--- config.mk ---
export PLATFORM = sky130hd
export DESIGN_NAME = mux11_arbiter
export DESIGN_NICKNAME = d
export VERILOG_FILES = /design/src/rtl/mux11_arbiter_pkg.sv /design/src/rtl/mux11_arbiter_rr_pick2.sv /design/src/rtl/mux11_arbiter.sv
export SDC_FILE = /design/constraint.sdc
export NUM_CORES = 1
export LEC_CHECK = 0
export ABC_AREA = 1
export BUFFER_PORTS_ARGS = -buffer_cell sky130_fd_sc_hd__clkbuf_2
export CORE_MARGIN = 5
export CORE_UTILIZATION = 49
export CTS_CLUSTER_DIAMETER = 40
export DETAILED_ROUTE_END_ITERATION = 10
export HOLD_SLACK_MARGIN = 0.06
export PLACE_DENSITY = 0.81
export SLEW_MARGIN = 40
export SYNTH_ARGS = -nofsm -noshare
export SYNTH_HDL_FRONTEND = slang
export SYNTH_HIERARCHICAL = 1
export SYNTH_SLANG_ARGS = --single-unit
export TNS_END_PERCENT = 10
--- constraint.sdc ---
create_clock -name clk -period 1.9 [get_ports clk]
set_input_delay 0.38 -clock clk [delete_from_list [all_inputs] [get_ports clk]]
set_output_delay 0.38 -clock clk [all_outputs]
set_load 0.02 [all_outputs]
--- src/rtl/mux11_arbiter_pkg.sv ---
// Shared definitions for the two-input four-phase token arbiter.
//   state_t  : FSM state encoding (IDLE=0, ACK_IN=1, SEND=2, RELEASE=3)
//   SEL_IN1  : select value for input 1
//   SEL_IN2  : select value for input 2
package mux11_arbiter_pkg;

  typedef enum logic [1:0] {
    IDLE    = 2'd0,
    ACK_IN  = 2'd1,
    SEND    = 2'd2,
    RELEASE = 2'd3
  } state_t;

  localparam logic SEL_IN1 = 1'b0;
  localparam logic SEL_IN2 = 1'b1;

endpackage

--- src/rtl/mux11_arbiter_rr_pick2.sv ---
// Two-way round-robin grant picker (purely combinational).
//   req1, req2  : pending requests from in1 / in2
//   last        : input served most recently (SEL_IN1 / SEL_IN2)
//   grant_valid : at least one request is pending
//   grant_sel   : chosen input; on a tie, the one not served last
module rr_pick2
  import mux11_arbiter_pkg::*;
(
  input  logic req1,
  input  logic req2,
  input  logic last,
  output logic grant_valid,
  output logic grant_sel
);

  always_comb begin
    grant_valid = req1 | req2;
    grant_sel   = SEL_IN1;
    if (req1 && req2) begin
      grant_sel = (last == SEL_IN1) ? SEL_IN2 : SEL_IN1;
    end else if (req2) begin
      grant_sel = SEL_IN2;
    end
  end

endmodule

--- src/rtl/mux11_arbiter.sv ---
// Two-input four-phase token arbiter/mux with registered outputs.
//   clk, reset          : clock, synchronous active-high reset
//   in1_req/data/ack    : input 1 four-phase channel
//   in2_req/data/ack    : input 2 four-phase channel
//   out_req/data/ack    : output four-phase channel
//   out_sel             : source of the current output token (0 = in1, 1 = in2)
//   busy                : high whenever the FSM is not in IDLE
module mux11_arbiter
  import mux11_arbiter_pkg::*;
#(
  parameter int unsigned WIDTH = 11,
  parameter int unsigned FIRST = 0
) (
  input  logic             clk,
  input  logic             reset,
  input  logic             in1_req,
  input  logic [WIDTH-1:0] in1_data,
  output logic             in1_ack,
  input  logic             in2_req,
  input  logic [WIDTH-1:0] in2_data,
  output logic             in2_ack,
  output logic             out_req,
  output logic [WIDTH-1:0] out_data,
  output logic             out_sel,
  input  logic             out_ack,
  output logic             busy
);

  // Pointer starts on the input that should lose the first tie.
  localparam logic LAST_INIT = (FIRST == 0) ? SEL_IN2 : SEL_IN1;

  state_t state;
  logic   last;
  logic   grant_valid;
  logic   grant_sel;
  logic   granted_req;

  rr_pick2 u_pick (
    .req1        (in1_req),
    .req2        (in2_req),
    .last        (last),
    .grant_valid (grant_valid),
    .grant_sel   (grant_sel)
  );

  // out_sel holds the granted input for the whole handshake.
  always_comb begin
    granted_req = (out_sel == SEL_IN2) ? in2_req : in1_req;
  end

  always_ff @(posedge clk) begin
    if (reset) begin
      state    <= IDLE;
      in1_ack  <= 1'b0;
      in2_ack  <= 1'b0;
      out_req  <= 1'b0;
      out_data <= '0;
      out_sel  <= SEL_IN1;
      busy     <= 1'b0;
      last     <= LAST_INIT;
    end else begin
      case (state)
        IDLE: begin
          if (grant_valid) begin
            out_data <= (grant_sel == SEL_IN2) ? in2_data : in1_data;
            out_sel  <= grant_sel;
            in1_ack  <= (grant_sel == SEL_IN1);
            in2_ack  <= (grant_sel == SEL_IN2);
            busy     <= 1'b1;
            state    <= ACK_IN;
          end
        end
        ACK_IN: begin
          if (!granted_req) begin
            in1_ack <= 1'b0;
            in2_ack <= 1'b0;
            out_req <= 1'b1;
            state   <= SEND;
          end
        end
        SEND: begin
          if (out_ack) begin
            out_req <= 1'b0;
            state   <= RELEASE;
          end
        end
        RELEASE: begin
          if (!out_ack) begin
            last  <= out_sel;
            busy  <= 1'b0;
            state <= IDLE;
          end
        end
        default: state <= IDLE;
      endcase
    end
  end

endmodule

# Word-level counts from Yosys, hierarchy flattened
# Index checks and enable logic that the tools add are counted.
[word_totals] word_cells=50 register_bits=19 output_inout_bits=16 input_bits=27
[op_classes] n_reduce_logical=11 bitwise=3 eq_ne=7 muxes=21
[ops] op="$mux W1" count=11
[ops] op="$mux W11" count=1
[ops] op="$reduce_and A3 Y1" count=3
[ops] op="$mux W2" count=4
[ops] op="$ne A2 B2 Y1 const B" count=4
[ops] op="$pmux W1 S2" count=4
[ops] op="$pmux W2 S4" count=1
[ops] op="$reduce_bool A2 Y1" count=3
[ops] op="$eq A2 B2 Y1 const B" count=2
[ops] op="$reduce_and A2 Y1" count=2
[ops] op="$reduce_and A4 Y1" count=1
[ops] op="$eq A2 B1 Y1 const B" count=1
[ops] op="$logic_not A2 Y1" count=1
[ops] op="$not A1 Y1" count=2
[ops] op="$logic_and A1 B1 Y1" count=1
[ops] op="$or A1 B1 Y1" count=1

# Longest topological paths before layout
[depth] ltp_word=5 ltp_mapped=9

# By module
# Netlist, hierarchy kept.
[by_module_without_submodules] mod="mux11_arbiter" seq_area_each_um2=380.4 n_inst=1 area_each_um2=1206.2 cells_each=153
[by_module_without_submodules] mod="rr_pick2" seq_area_each_um2=0.0 n_inst=1 area_each_um2=15.0 cells_each=3

# Least setup slack after synthesis
# Ideal clock, no wire load.
[synth_timing] path_kind="reg-to-reg" start="register state[0]" end="register out_data[0]" setup_time_ps=113 period_less_slack_ps=1336 slack_ps=564 arrival_ps=1223 n_path_buf=1 path_stages_with_launch=8 path_cell_list="dfxtp_1 -> inv_1 -> ha_1 -> nand2_2 -> clkinv_2 -> buf_6 -> o211ai_2 -> inv_2"
[synth_via] elab_chain_cells=2
[synth_lines] item="from (decl)" line="mux11_arbiter.sv:32" rtl="state_t state;"
[synth_lines] item="from (signal assigned)" line="mux11_arbiter.sv:53" rtl="state <= IDLE;"
[synth_lines] item="from (signal assigned)" line="mux11_arbiter.sv:70" rtl="state <= ACK_IN;"
[synth_lines] item="from (signal assigned)" line="mux11_arbiter.sv:78" rtl="state <= SEND;"
[synth_lines] item="$logic_not A2 Y1" line="mux11_arbiter.sv:62" rtl="case (state)"
[synth_lines] item="$reduce_and A2 Y1 (no line)"
[synth_lines] item="to (signal assigned)" line="mux11_arbiter.sv:65" rtl="out_data <= (grant_sel == SEL_IN2) ? in2_data : in1_data;"
[synth_lines] item="to (decl)" line="mux11_arbiter.sv:23" rtl="output logic [WIDTH-1:0] out_data,"
# Every way passes these cells.
# A chain may end at the register's enable or synchronous reset.

# Final worst setup path
[layout_timing] start="register state[0]" end="register out_data[1]"
# The elaborated chain is that of the path after synthesis.

==> results.cfg <==
[run_status]
outcome = finished, final reports clean

[setup_path]
path_cells = inv_1, ha_1, nand2_2, clkinv_2, buf_4, nand3_1, o211ai_2, inv_1
slowest_stage = dfxtp_1
r2r-end = out_data[1]
cp_common_cell = inv_1
r2r_cells = 8
worstPathArrival_ns = 1.83
path_class = register to register
crit_end = out_data[1]
cp_max_fo = 22
cp_num_cells = 8
timing.rr.start = state[0]
slowest_delay_ns = 0.38
regToRegSetupSlack_ns = 0.29
critPathRequiredTime_ns = 2.12
crit_buf_inv = 4
worst_setup_path_start_kind = register
critPathLaunch = state[0]
cp-end-kind = register
crit_family = buffers and inverters

[sta]
fin_crit_sh_pct = 84.8
fin_setup_tns_ns = 0
fin_crit_ns = 1.61
slew_headroom_pct = 72.3
worst_pin_slew_ns = 0.415
max_freq_mhz = 621
hold_slack_ns = 0.238
final_max_slew_viol_count = 0
hold_viol_final = 0
grt_setup_unrepaired = no
fin_worst_skew_ns = 0.00120
setup_viol = 0

[cts]
cts_resized = 0
cts_buffers = 3
cts_root_buf = clkbuf_4
cts_tree = yes
ctsLongestPathBuffers = 2
path_clk_slew_ns = 0.12
cts_setup_buffers = 0
clk_latency_ns = 0.31
clock-sinks = 19
cts.htree.levels = 1
cts_hold_buf = 0

[logic_synthesis]
ys_warn_count = 6
synthCells = 156
synth_area_per_cell_sq_um = 7.83
ys_types = 20
syn_nets = 191
syn_area_sq_um = 1220
ys_ff_latch = 19
synth_top_area_cell = dfxtp_1
ys_seq_area_share_pct = 31.1
synth_top_area_share_pct = 31.1
synth_area_leaders = dfxtp_1 (31%), nand2_1 (12%), o211ai_2 (11%), nand3_2 (9.0%), ha_1 (8.2%)

[global_route]
grt_max_degree = 23
track_usage_pct = 14.1
grt_pass1_vias = 939
grt-ovfl-total = 0
grt_first_pass_wirelength_um = 3910
antenna_found_initial = 0

[power]
power-per-cell-area_nw_per_um2 = 1390
swShare_pct = 48.3
p_int_mw = 1.04
p_leak_nw = 0.820
clkPwrFrac_pct = 11.0
pwr-share-comb_pct = 56.0
irDropWorstVdd_v = 0.000768
power_frac_seq_pct = 32.9
p_switching_uw = 976
total_power_mw = 2.02

[detailed_routing]
ant_nets = 0
vias_per_cell = 4.80
num_vias = 1099
wl_per_cell_um = 11.1
drt_first_pass_iters = 4
drc = 0
drt-initial-drc-count = 19
wl_um = 2540

[floorplanning]
num_rows = 18
die-area_sq_um = 3590
num_io_pins = 43
die_h_um = 59.9
start_util_pct = 50.2
coreArea_sq_um = 2430
die_w_um = 59.9

[place]
routabilityCongestion = 0.874
port-buffer-count = 42
dp_hpwl_um = 1960

[finish]
fillers = 238
drive_above_1_share_pct = 44.7
area_growth_pct = 19.2
antenna_cells = 0
num-nets-final = 235
fin_util_pct = 59.8

[flow_run]
drv_cap = 0

[hold_path]
hp-class = input port to register
-- per-stage QoR --
step                      instances  area, sq um  worst slack, ns
after detailed placement        225         1430            0.336
after global routing            229         1460            0.122
after floorplan                 156         1220            0.564
after global placement          225         1430            0.391
final                           229         1460            0.289
after CTS                       229         1460            0.290
-- kinds of logic after synthesis --
family | count (synthesis) | synth area share [%]
AND/OR/NAND/NOR | 73 | 31.2
buffers and inverters | 37 | 14.5
AO/OA/AOI/OAI | 19 | 14.9
flip-flops | 19 | 31.1
adder cells (fa/ha/maj) | 8 | 8.20
-- registers in the layout (all words and copies together) (netlist names) --
signal    cells
out_req       1
last          1
in2_ack       1
out_sel       1
out_data     11
state         2
busy          1
in1_ack       1
-- cells in the final DEF (no fill, tap or decap) --
| master | n |
|---|---|
| clkbuf_2 | 42 |
| nand3_1 | 5 |
| o211ai_2 | 11 |
| nand3_2 | 11 |
| buf_4 | 2 |
| nor2_1 | 6 |
| ha_1 | 8 |
| or2_1 | 4 |
| clkinv_2 | 2 |
| o21ai_1 | 1 |
| nand2_2 | 4 |
| inv_2 | 14 |
| nand4_1 | 5 |
| o311ai_1 | 1 |
| clkbuf_4 | 3 |
| dfxtp_1 | 19 |
| inv_1 | 17 |
| o21ai_0 | 2 |
| nand2_1 | 38 |
| a21oi_1 | 4 |
-- cell type report --
cell class | instances | area [sq um] | area share (%)
repair buffers | 44 | 225 | 15.5
clock buffers | 3 | 22.5 | 1.55
inverters | 32 | 121 | 8.34
flip-flops and latches | 19 | 380 | 26.1
multi-input cells | 100 | 663 | 45.6
well taps | 30 | 37.5 | 2.58
clock inverters | 1 | 5.00 | 0.344
-- synth_stat cells (all sizes together) --
cell	count
ha	8
o311ai	1
buf	5
a21oi	4
nand4	5
nand3	16
clkinv	1
o211ai	11
dfxtp	19
o21ai	3
nand2	42
inv	31
or2	4
nor2	6
-- metal layers --
layer / vias to the layer above / GRT usage (%) / share of wire (%)
met5: - / 0 / 0
met3: 6 / 3.24 / 5.2
met1: 489 / 17.7 / 46
met4: 0 / 5.38 / 1.8
met2: 23 / 23.3 / 47
li1: 581 / - / -
-- power groups by stage --
stage	Combinational, mW	Sequential [mW]	Clock [mW]
6_report	1.13	0.665	0.223
5_1_grt	1.27	0.679	0.232
4_1_cts	1.15	0.665	0.219
3_5_place_dp	1.14	0.674	0
3_3_place_gp	1.12	0.669	0
2_1_floorplan	0.763	0.817	0
-- worst min-delay path by stage --
stage / from / endpoint / slack [ns] / cells after the start
5_1_grt: reset / busy / 0.25 / 2
4_1_cts: reset / busy / 0.24 / 2
2_1_floorplan: reset / busy / 0.45 / 1
6_report: reset / busy / 0.24 / 2
3_3_place_gp: busy / busy / 0.45 / 2
3_5_place_dp: busy / busy / 0.46 / 2
Power figures use the tool's default switching activity.
